===== src/rtl/id_ex_reg.sv =====
// -----------------------------------------------------------------------------
// id_ex_reg
//
// Pipeline register between the decode (ID) and execute (EX) stages.
// Each cycle it captures the decoded operands and control bits, substitutes a
// same-cycle writeback value for a stale register-file read, detects load-use
// hazards (inserting a bubble and stalling decode), honours a downstream hold
// and a branch/jump flush, and counts load-use bubbles (saturating).
//
// Flow control:
//   ex_stall is the inverse of "EX ready": while it is high the EX register
//   holds every field and accepts nothing. id_stall is the inverse of "ID
//   ready": while it is high decode and fetch must keep their contents. A
//   decode instruction moves into EX on a rising edge only when flush=0,
//   ex_stall=0 and no load-use hazard is present.
//
// Ports:
//   clk, rst                 clock (rising edge), asynchronous active-low reset
//   id_valid                 decode holds a real instruction
//   id_pc, id_imm            decode PC and immediate
//   id_rs1/id_rs2/id_rd      register indices
//   id_uses_rs1/id_uses_rs2  instruction really reads that source
//   id_rs1_data/id_rs2_data  register file read data
//   id_reg_write, id_mem_read, id_mem_write, id_alu_src, id_alu_op  control
//   wb_reg_write, wb_rd, wb_data  writeback port (bypassed into operands)
//   ex_stall                 execute stage holds
//   flush                    squash the decode instruction
//   ex_*                     registered EX-stage fields
//   id_stall                 combinational stall request to decode/fetch
//   bubble_count             saturating count of load-use bubbles
// -----------------------------------------------------------------------------
module id_ex_reg #(
    parameter int XLEN  = 32,
    parameter int CNT_W = 16
) (
    input  logic             clk,
    input  logic             rst,

    input  logic             id_valid,
    input  logic [XLEN-1:0]  id_pc,
    input  logic [4:0]       id_rs1,
    input  logic [4:0]       id_rs2,
    input  logic [4:0]       id_rd,
    input  logic             id_uses_rs1,
    input  logic             id_uses_rs2,
    input  logic [XLEN-1:0]  id_rs1_data,
    input  logic [XLEN-1:0]  id_rs2_data,
    input  logic [XLEN-1:0]  id_imm,
    input  logic             id_reg_write,
    input  logic             id_mem_read,
    input  logic             id_mem_write,
    input  logic             id_alu_src,
    input  logic [3:0]       id_alu_op,

    input  logic             wb_reg_write,
    input  logic [4:0]       wb_rd,
    input  logic [XLEN-1:0]  wb_data,

    input  logic             ex_stall,
    input  logic             flush,

    output logic             ex_valid,
    output logic [XLEN-1:0]  ex_pc,
    output logic [XLEN-1:0]  ex_imm,
    output logic [XLEN-1:0]  ex_rs1_data,
    output logic [XLEN-1:0]  ex_rs2_data,
    output logic [4:0]       ex_rs1,
    output logic [4:0]       ex_rs2,
    output logic [4:0]       ex_rd,
    output logic             ex_reg_write,
    output logic             ex_mem_read,
    output logic             ex_mem_write,
    output logic             ex_alu_src,
    output logic [3:0]       ex_alu_op,

    output logic             id_stall,
    output logic [CNT_W-1:0] bubble_count
);

    // All EX-stage fields in one register so a bubble is simply '0.
    typedef struct packed {
        logic            valid;
        logic [XLEN-1:0] pc;
        logic [XLEN-1:0] imm;
        logic [XLEN-1:0] rs1_data;
        logic [XLEN-1:0] rs2_data;
        logic [4:0]      rs1;
        logic [4:0]      rs2;
        logic [4:0]      rd;
        logic            reg_write;
        logic            mem_read;
        logic            mem_write;
        logic            alu_src;
        logic [3:0]      alu_op;
    } ex_fields_t;

    ex_fields_t ex_q;
    ex_fields_t id_fields;

    logic            load_in_ex;
    logic            rs1_conflict;
    logic            rs2_conflict;
    logic            hazard;
    logic            wb_active;
    logic [XLEN-1:0] rs1_fwd;
    logic [XLEN-1:0] rs2_fwd;
    logic            cnt_full;

    // A load in EX only produces its data after the memory access, so any
    // decode instruction reading its destination must wait one cycle. x0 is
    // hardwired zero and never creates a dependency.
    always_comb begin
        load_in_ex   = ex_q.valid & ex_q.mem_read & (ex_q.rd != 5'd0);
        rs1_conflict = id_uses_rs1 & (id_rs1 == ex_q.rd);
        rs2_conflict = id_uses_rs2 & (id_rs2 == ex_q.rd);
        hazard       = load_in_ex & id_valid & (rs1_conflict | rs2_conflict);
    end

    // A flush discards the decode instruction, so stalling it would be
    // pointless and would keep the wrong-path instruction alive.
    assign id_stall = ~flush & (ex_stall | hazard);

    // The register file is read in the same cycle the writeback stage writes
    // it, so the read data may be stale; take the writeback value instead.
    always_comb begin
        wb_active = wb_reg_write & (wb_rd != 5'd0);
        rs1_fwd   = (wb_active && (wb_rd == id_rs1)) ? wb_data : id_rs1_data;
        rs2_fwd   = (wb_active && (wb_rd == id_rs2)) ? wb_data : id_rs2_data;
    end

    always_comb begin
        id_fields           = '0;
        id_fields.valid     = id_valid;
        id_fields.pc        = id_pc;
        id_fields.imm       = id_imm;
        id_fields.rs1_data  = rs1_fwd;
        id_fields.rs2_data  = rs2_fwd;
        id_fields.rs1       = id_rs1;
        id_fields.rs2       = id_rs2;
        id_fields.rd        = id_rd;
        id_fields.reg_write = id_reg_write;
        id_fields.mem_read  = id_mem_read;
        id_fields.mem_write = id_mem_write;
        id_fields.alu_src   = id_alu_src;
        id_fields.alu_op    = id_alu_op;
    end

    assign cnt_full = &bubble_count;

    // Priority: flush > downstream hold > load-use bubble > normal capture.
    always_ff @(posedge clk or negedge rst) begin
        if (!rst) begin
            ex_q         <= '0;
            bubble_count <= '0;
        end else if (flush) begin
            ex_q <= '0;
        end else if (ex_stall) begin
            // Held data is not re-bypassed; EX forwarding keys on ex_rs1/ex_rs2.
            ex_q <= ex_q;
        end else if (hazard) begin
            ex_q <= '0;
            if (!cnt_full) begin
                bubble_count <= bubble_count + CNT_W'(1);
            end
        end else begin
            ex_q <= id_fields;
        end
    end

    assign ex_valid     = ex_q.valid;
    assign ex_pc        = ex_q.pc;
    assign ex_imm       = ex_q.imm;
    assign ex_rs1_data  = ex_q.rs1_data;
    assign ex_rs2_data  = ex_q.rs2_data;
    assign ex_rs1       = ex_q.rs1;
    assign ex_rs2       = ex_q.rs2;
    assign ex_rd        = ex_q.rd;
    assign ex_reg_write = ex_q.reg_write;
    assign ex_mem_read  = ex_q.mem_read;
    assign ex_mem_write = ex_q.mem_write;
    assign ex_alu_src   = ex_q.alu_src;
    assign ex_alu_op    = ex_q.alu_op;

endmodule

===== config.mk =====
export PLATFORM = sky130hd
export DESIGN_NAME = id_ex_reg
export DESIGN_NICKNAME = d
export VERILOG_FILES = /design/src/rtl/id_ex_reg.sv
export SDC_FILE = /design/constraint.sdc
export NUM_CORES = 1
export LEC_CHECK = 0
export ABC_AREA = 1
export CAP_MARGIN = 30
export CELL_PAD_IN_SITES_DETAIL_PLACEMENT = 0
export CELL_PAD_IN_SITES_GLOBAL_PLACEMENT = 2
export CORE_ASPECT_RATIO = 0.8
export CORE_MARGIN = 2
export CORE_UTILIZATION = 20
export DETAILED_ROUTE_END_ITERATION = 16
export PLACE_DENSITY = 0.79
export RECOVER_POWER = 50
export SLEW_MARGIN = 20
export SYNTH_ARGS = -nofsm -noshare
export SYNTH_HDL_FRONTEND = slang
export SYNTH_SLANG_ARGS = --single-unit

===== constraint.sdc =====
create_clock -name clk -period 1.7 [get_ports clk]
set_clock_uncertainty 0.15 [all_clocks]
set_input_delay 0.255 -clock clk [delete_from_list [all_inputs] [get_ports clk]]
set_output_delay 0.255 -clock clk [all_outputs]
set_load 0.02 [all_outputs]

# Word-level counts from Yosys, hierarchy flattened
# Index checks and enable logic that the tools add are counted.
[word_totals]
reg_bits = 168
inputBits = 196
elab_cells = 44
[op_classes]
addsub = 1
eq_ne = 5
muxes = 5
n_bitwise = 13
reduce_logical = 6
[ops]
columns = ["cell", "count"]
rows = [
  ["2-to-1 mux 152 bit", 3],
  ["2-to-1 mux 32 bit", 2],
  ["== test 5 bit", 4],
  ["adder 16 x 1 -> 16 bit (second input constant)", 1],
  ["AND reduction 16 bit", 1],
  ["nonzero test 5 bit", 2],
  ["AND 1 bit", 8],
  ["AND reduction 4 bit", 1],
  ["inverter 1 bit", 3],
  ["logical AND 1 bit", 2],
  ["!= test 2 x 1 -> 1 bit (second input constant)", 1],
  ["OR 1 bit", 2],
]

# Logic depth before layout (Yosys ltp)
# Gate-level depths: netlist of run 1.
[depth]
word_depth = 7
ltp_mapped = 13
mapped_depth_nobuf = 11

# Least setup slack after synthesis of run 1
# No wires, ideal clock.
[synth_timing]
kind = "register to register"
startpoint = "reg bubble_count[0]"
endpoint = "reg bubble_count[10]"
setup_time_ns = 0.117
arrival_time_ns = 1.630
required_ns = 1.433
setup_slack_ns = -0.197
path_stages_with_launch = 12
n_path_buf = 1
synth_period_minus_slack_ns = 1.897
cell_sequence = "dfrtp_1 -> ha_1 -> inv_1 -> nor2_1 -> nand2_1 -> nor2_1 -> nor2_1 -> inv_1 -> nor2_4 -> buf_2 -> nand2_1 -> nand2_1"
[synth_via]
elab_chain_len = 3
word_cells_on_any_way = 4
classes_between = "add/sub (1); bitwise (1); reduce/logical (2)"
[synth_rtl]
columns = ["element", "line_no", "rtl"]
rows = [
  ["start: declaration", "77", "output logic [CNT_W-1:0] bubble_count"],
  ["start signal: assignment", "163", "bubble_count <= bubble_count + CNT_W'(1);"],
  ["branches (longest 3 deep; another with adder 16 x 1 -> 16 bit)", "--", ""],
]
# Parallel ways; which one is timed is not known.
# A chain may end at the register's enable or synchronous reset.

# Worst setup path after layout of run 1
[layout_timing]
startpoint = "reg ex_q (netlist bit ex_rd[1])"
endpoint = "out id_stall"
[layout_via]
elab_chain_len = 6
word_cells_on_any_way = 11
classes_between = "eq/ne (2); bitwise (8); reduce/logical (1)"
[layout_rtl]
columns = ["element", "line_no", "rtl"]
rows = [
  ["start: declaration", "97", "ex_fields_t ex_q;"],
  ["start signal: assignment", "159", "ex_q <= ex_q;"],
  ["start signal: assignment", "166", "ex_q <= id_fields;"],
  ["== test 5 bit, or another cell as far along", "114", "rs1_conflict = id_uses_rs1 & (id_rs1 == ex_q.rd);"],
  ["AND 1 bit, on equally long branches", "114, 113, 115", ""],
  ["OR 1 bit / AND 1 bit (equally long branches)", "116", "hazard = load_in_ex & id_valid & (rs1_conflict | rs2_conflict);"],
  ["AND 1 bit (*)", "116", ""],
  ["OR 1 bit (*)", "121", "assign id_stall = ~flush & (ex_stall | hazard);"],
  ["AND 1 bit (*)", "121", ""],
  ["end: declaration", "76", "output logic id_stall,"],
]
# Mark *: on every way between the ends. The rest lies on a longest branch, timed or not.

==> results.md, run 1 <==
* Final hold violations at 0
* Hold WC Path Type: in2reg
* Post-synth top area share at 0.530
* Endpoints failing setup at 155
* H-Tree Depth at 4
* Die area at 41300 µm²
* Detail Placement HPWL at 23300 µm
* Synth cell count leaders: 649 x nand2_1, 168 x dfrtp_1, 76 x nand3_1, 28 x clkbuf_1, 27 x nor2_1
* Clock latency on the worst-skew pair at 0.47 ns
* Fin crit share at 1.17
* Critical Path RT at 1.29 ns
* Mapped Avg Cell Area at 7.52 µm²
* Maxcap violations at 0
* Mapped Area at 7940 µm²
* Violated checks: setup timing
* F_max at 501 MHz
* Minimum clock period at 2.00 ns
* Vias after detailed routing at 8596
* Number of distinct library cells after synthesis at 24
* I/O pin count at 365
* Worst r2r path cells at 14
* Vias in the first global route at 8668
* Clock sinks at 168
* Nets at 1714
* CTS Buffer Depth at 2
* Relative slew slack at 0.229
* Rows at 65
* Power Density at 737 nW/µm²
* IO Port Bufs at 364
* Largest area contributor in the netlist: dfrtp_1
* Design area at 15300 µm²
* Critical path class: reg2out
* Crit. End Element: output port
* Area post-placement at 12900 µm²
* Layer with the highest usage: met2
* Final RePlAce weighted congestion at 0.793
* Antenna violations before repair at 3
* Global-route wire length before repair at 51000 µm
* Routed wire length at 35300 µm
* Post-synthesis sequential area ratio at 0.530
* Unrepaired setup endpoints after global routing: true
* Peak VDD IR at 589 µV
* Largest net degree at the start of global routing at 88
* DRT Pass-1 Iters at 5
* Core area at 39300 µm²
* Vias per cell at 4.16
* Cell with the most instances after synthesis: nand2_1
* DRC violations left at 0
* Violation count after the first detailed-route iteration at 349
* Critical Path AT at 1.59 ns
* Synth Warn # at 0
* Hold path depth at 3
* Share of cells above drive strength 1 at 0.301
* Syn nets at 1253
* Worst Setup SP: ex_rd[1]$_DFFE_PN0P_
* Die span in x at 227 µm
* HP Start: id_pc[24]
* Wirelength per Cell at 17.1 µm
* CP Launch Type: flop
* Slew Viols, Final at 0
* Post-route setup slack at -0.297 ns
* Antenna-violating nets left at 0
* Total power at 11.3 mW
* Post-synth EDFFs at 0
* Status: finished, violations left
* Area Growth Syn to Fin at 93.3%
* Total track usage at 0.165
* Async SR Flop Fraction at 1.00
* Mapped Cells at 1056
* RR Startpoint: ex_rd[1]$_DFFE_PN0P_
* Global-route track usage on met3 at 0.0568
* Slew @ Worst Pin at 1.16 ns
* Top FF cell, synth: dfrtp_1
* Fin util at 0.391
* Main area contributors after synthesis: dfrtp_1 53%, nand2_1 31%, nand3_1 4.8%
* Clk pin slew, worst setup/hold paths at 0.07 ns
* Met2 usage at 0.271
* Die H at 182 µm
* CTS Buf Count at 17
* TritonCTS clock tree: yes
* Leak at 8.26 nW
* Initial core utilization at 0.202
* CP Max Fanout at 4
* Reg2Reg Setup Slack at -0.22 ns
* Fill count at 4054
* Root Buffer: clkbuf_16
* Met1 Usage GRT at 0.203
* Overflow after GRT at 0
* FF+latch count, synth at 168
* Setup TNS at -27.41 ns
## metal layers
layer,part of all wire,vias to the layer above,routed length (µm)
li1,-,4177,-
met1,0.43,4131,15000
met2,0.48,250,17000
met3,0.078,34,2770
met4,0.014,4,477
met5,0.00077,-,27
## cell type report
class / instances / area [µm²] / area share
tap: 536 / 671 / 0.0437
sequential: 168 / 4210 / 0.275
antenna: 1 / 2.50 / 0.000163
inverter: 31 / 136 / 0.00889
multi-input combinational: 805 / 4470 / 0.291
clock buffer: 20 / 457 / 0.0298
timing repair inverter: 1 / 16.3 / 0.00106
clock inverter: 12 / 211 / 0.0138
timing repair buffer: 493 / 5160 / 0.337
## sequential cells by signal (all words and copies together) (netlist names)
name          count
ex_valid          1
ex_rs2_data      32
ex_mem_read       1
ex_imm           32
ex_rs1_data      32
bubble_count     16
ex_rs2            5
ex_reg_write      1
ex_mem_write      1
ex_rs1            5
ex_alu_src        1
ex_alu_op         4
ex_pc            32
ex_rd             5
## worst max-delay path, stage by stage (launching register included)
cell and delay, ns:
dfrtp_2 0.41, inv_4 0.06, nand2_1 0.05, nand2_1 0.06, nor2_2 0.11, nand3_1 0.09
nand2_2 0.10, nand3_2 0.08, nand2_2 0.07, buf_6 0.11
## through the flow
stage,cells,setup WS (ns),hold WS (ns)
after detailed placement,1993,-0.703,0.0731
after global routing,2067,-0.414,0.164
after CTS,2053,-0.358,0.120
final,2067,-0.297,0.182
after global placement,1993,-0.703,0.0731
after floorplan,1056,-0.0175,-0.191
## layout by cell type, fill, tap and decap left out, types with 11 or more instances in the layout
cell type,instances
nand3_1,75
xnor2_1,13
nand2_4,85
nand2_1,416
buf_4,62
buf_12,23
buf_6,13
inv_1,22
nand2_2,149
dfrtp_1,160
nor2_1,20
buf_2,11
clkdlybuf4s50_1,194
buf_16,12
dlygate4sd2_1,143
xor2_1,11
clkbuf_16,27
## worst paths after layout
kind	to
min in group asynchronous	ex_alu_op[0]$_DFFE_PN0P_
setup reg to reg	ex_imm[13]$_DFFE_PN0P_
hold reg to reg	ex_imm[20]$_DFFE_PN0P_
hold / removal	ex_pc[24]$_DFFE_PN0P_
setup / recovery	id_stall
max in group asynchronous	ex_rs2_data[8]$_DFFE_PN0P_
## logic make-up (layout without fill, tap and decap cells)
family                   after synthesis  count (layout)  share of synthesized area
AND/OR/NAND/NOR                      764             764                      0.379
flip-flops                           168             168                      0.530
buffers and inverters                 83             557                     0.0528
XOR/XNOR                              24              24                     0.0265
AO/OA/AOI/OAI                         16              16                     0.0109
adder cells (fa/ha/maj)                1               1                    0.00158
other                                  0               1                          0
## report_power, final
part | switching, mW | internal [mW] | total (mW)
Clock | 1.81 | 2.71 | 4.52
Sequential | 0.117 | 4.20 | 4.32
Combinational | 1.30 | 1.16 | 2.46
Total | 3.22 | 8.08 | 11.3
## timing repair
action                     4_1_cts  5_1_grt
cloned                          13       11
setup endpoints to repair      327      173
buffers inserted                14       12
resized for setup              273      367
pin swaps                        5       31
hold endpoints to repair       168        0
hold buffers                     1        0
(Power assumes the default switching activity.)
==> run 2: changes to the inputs <==
Settings changed: SETUP_SLACK_MARGIN set to 0.3.
==> run 2 against run 1 <==
Against the previous run:
- the run still ends with setup timing left
- clock-buffer cell count shrank 3
- power shrank 2.5%
- largest cell class unchanged
- largest power group is now registers
- highest routed layer unchanged
- final cell count grew 3.8%
- die area is the same
- worst hold slack gained 0.0066 ns
- combinational power grew 8.9%
- wire length is essentially flat
- fmax shrank 0.77%
- core utilization grew 1.2 points
- critical endpoint unchanged
==> results.md, run 2 (synthesized netlist as in run 1, its figures left out) <==
* Status: finished, violations left (unchanged)
* Vias per cell at 4.08 (was 4.16)
* Fin crit share at 1.18 (was 1.17)
* Critical path class: reg2out (unchanged)
* I/O pin count at 365 (unchanged)
* Crit. End Element: output port (unchanged)
* Minimum clock period at 2.01 ns (was 2.00 ns)
* Area Growth Syn to Fin at 99.3% (was 93.3%)
* Critical Path RT at 1.29 ns (about the same)
* Maxcap violations at 0 (unchanged)
* Fill count at 4018 (was 4054)
* Relative slew slack at 0.249 (was 0.229)
* F_max at 497 MHz (was 501 MHz)
* Power Density at 697 nW/µm² (was 737 nW/µm²)
* Final RePlAce weighted congestion at 0.798 (was 0.793)
* Global-route wire length before repair at 52600 µm (was 51000 µm)
* R2r endpoint: ex_rs1_data[19]$_DFFE_PN0P_ (was ex_imm[13]$_DFFE_PN0P_)
* Share of cells above drive strength 1 at 0.363 (was 0.301)
* Core area at 39300 µm² (unchanged)
* Commonest non-fill, non-tap cell in the layout: nand2_1 (unchanged)
* Reg2Reg Setup Slack at -0.31 ns (was -0.22 ns)
* Hold path depth at 3 (unchanged)
* Post-route setup slack at -0.313 ns (was -0.297 ns)
* Slew Viols, Final at 0 (unchanged)
* CP Launch Type: flop (unchanged)
* Rows at 65 (unchanged)
* Hold WC Path Type: in2reg (unchanged)
* Routed wire length at 35300 µm (about the same)
* Final hold violations at 0 (unchanged)
* HP Start: id_alu_op[0] (was id_pc[24])
* CP Max Fanout at 4 (unchanged)
* TritonCTS clock tree: yes (unchanged)
* Die H at 182 µm (unchanged)
* Hold endpoint: ex_alu_op[0]$_DFFE_PN0P_ (was ex_pc[24]$_DFFE_PN0P_)
* DRC violations left at 0 (unchanged)
* Worst r2r path cells at 15 (was 14)
* Critical Path AT at 1.61 ns (was 1.59 ns)
* Total power at 11.0 mW (was 11.3 mW)
* Nets at 1792 (was 1714)
* Initial core utilization at 0.202 (unchanged)
* Root Buffer: clkbuf_16 (unchanged)
* CTS Buf Count at 17 (unchanged)
* IO Port Bufs at 364 (unchanged)
* Vias after detailed routing at 8748 (was 8596)
* Finished Layout Cells at 2146 (was 2067)
* Wirelength per Cell at 16.4 µm (was 17.1 µm)
* WHS at 0.188 ns (was 0.182 ns)
* Vias in the first global route at 8826 (was 8668)
* H-Tree Depth at 4 (unchanged)
* Leak at 8.22 nW (was 8.26 nW)
* Die span in x at 227 µm (unchanged)
* Endpoints failing setup at 169 (was 155)
* Die area at 41300 µm² (unchanged)
* Unrepaired setup endpoints after global routing: true (unchanged)
* Placed cells at 1989 (was 1993)
* Slew @ Worst Pin at 1.13 ns (was 1.16 ns)
* Violation count after the first detailed-route iteration at 357 (was 349)
* Antenna-violating nets left at 0 (unchanged)
* Clk pin slew, worst setup/hold paths at 0.07 ns (about the same)
* Clock latency on the worst-skew pair at 0.46 ns (was 0.47 ns)
* Overflow after GRT at 0 (unchanged)
* CTS Buffer Depth at 2 (unchanged)
* Antenna violations before repair at 4 (was 3)
* Largest net degree at the start of global routing at 87 (was 88)
* Clock sinks at 168 (unchanged)
* Peak VDD IR at 517 µV (was 589 µV)
* RR Startpoint: ex_rd[4]$_DFFE_PN0P_ (was ex_rd[1]$_DFFE_PN0P_)
* DRT Pass-1 Iters at 4 (was 5)
* Total track usage at 0.170 (was 0.165)
* Detail Placement HPWL at 23300 µm (about the same)
* Violated checks: setup timing (unchanged)
* Commonest cells after routing, fill and taps aside: 519 x nand2_1, 200 x buf_6, 194 x clkdlybuf4s50_1 (was 416 x nand2_1, 194 x clkdlybuf4s50_1, 160 x dfrtp_1)
[run 2: routing by layer]
layer,vias to the layer above,wire [µm],global-route usage
met4,4,435,0.0442
met3,31,2990,0.0686
met5,-,27,0
met2,244,17400,0.284
li1,4331,-,-
met1,4138,14400,0.200
[run 2: stage by stage]
stage,utilization,area [µm²],setup WS (ns),setup TNS (ns)
final,0.403,15800,-0.313,-36.16
after global routing,0.403,15800,-0.421,-54.47
after detailed placement,0.328,12900,-0.699,-87.71
after global placement,0.328,12900,-0.735,-92.10
after CTS,0.378,14800,-0.356,-38.30
after floorplan,-,8020,-0.0154,-1.21
[run 2: worst max path at each step]
stage | startpoint | to | slack [ns]
floorplan | bubble_count[0]$_DFFE_PN0P_ | bubble_count[10]$_DFFE_PN0P_ | -0.02
global placement | id_rs1[1] | id_stall | -0.74
detailed placement | id_rs1[1] | id_stall | -0.70
CTS | ex_rd[4]$_DFFE_PN0P_ | id_stall | -0.36
global route | ex_rd[4]$_DFFE_PN0P_ | id_stall | -0.42
finish | ex_rd[4]$_DFFE_PN0P_ | id_stall | -0.31
[run 2: where the power goes]
group / internal [mW] / total [mW] / switching [mW]
Clock: 2.17 / 3.97 / 1.80
Combinational: 1.42 / 2.68 / 1.25
Sequential: 4.21 / 4.37 / 0.163
[run 2: layout make-up]
class	count	area (µm²)	area share
clock buffer	17	425	0.0269
clock inverter	15	149	0.00941
timing repair inverter	1	8.76	0.000554
antenna	2	5.00	0.000316
sequential	168	4220	0.267
timing repair buffer	571	6200	0.392
inverter	31	138	0.00870
tap	536	671	0.0424
multi-input combinational	805	4000	0.253
[run 2: worst max-delay path, stage by stage (launching register included)]
cell and delay (ns):
dfrtp_2 0.40, inv_2 0.05, nand2_1 0.06, nand2_1 0.06, nor2_1 0.11, nand3_1 0.09, nand2_2 0.11, nand3_4 0.08
nand2_4 0.07, buf_6 0.11
[run 2: what timing repair did]
item | CTS | global route
hold buffers | 1 | 0
buffers inserted | 65 | 40
resized for setup | 1100 | 203
setup endpoints to repair | 337 | 337
gates cloned | 14 | 3
pin swaps | 13 | 12
endpoints found under the hold margin | 168 | 0
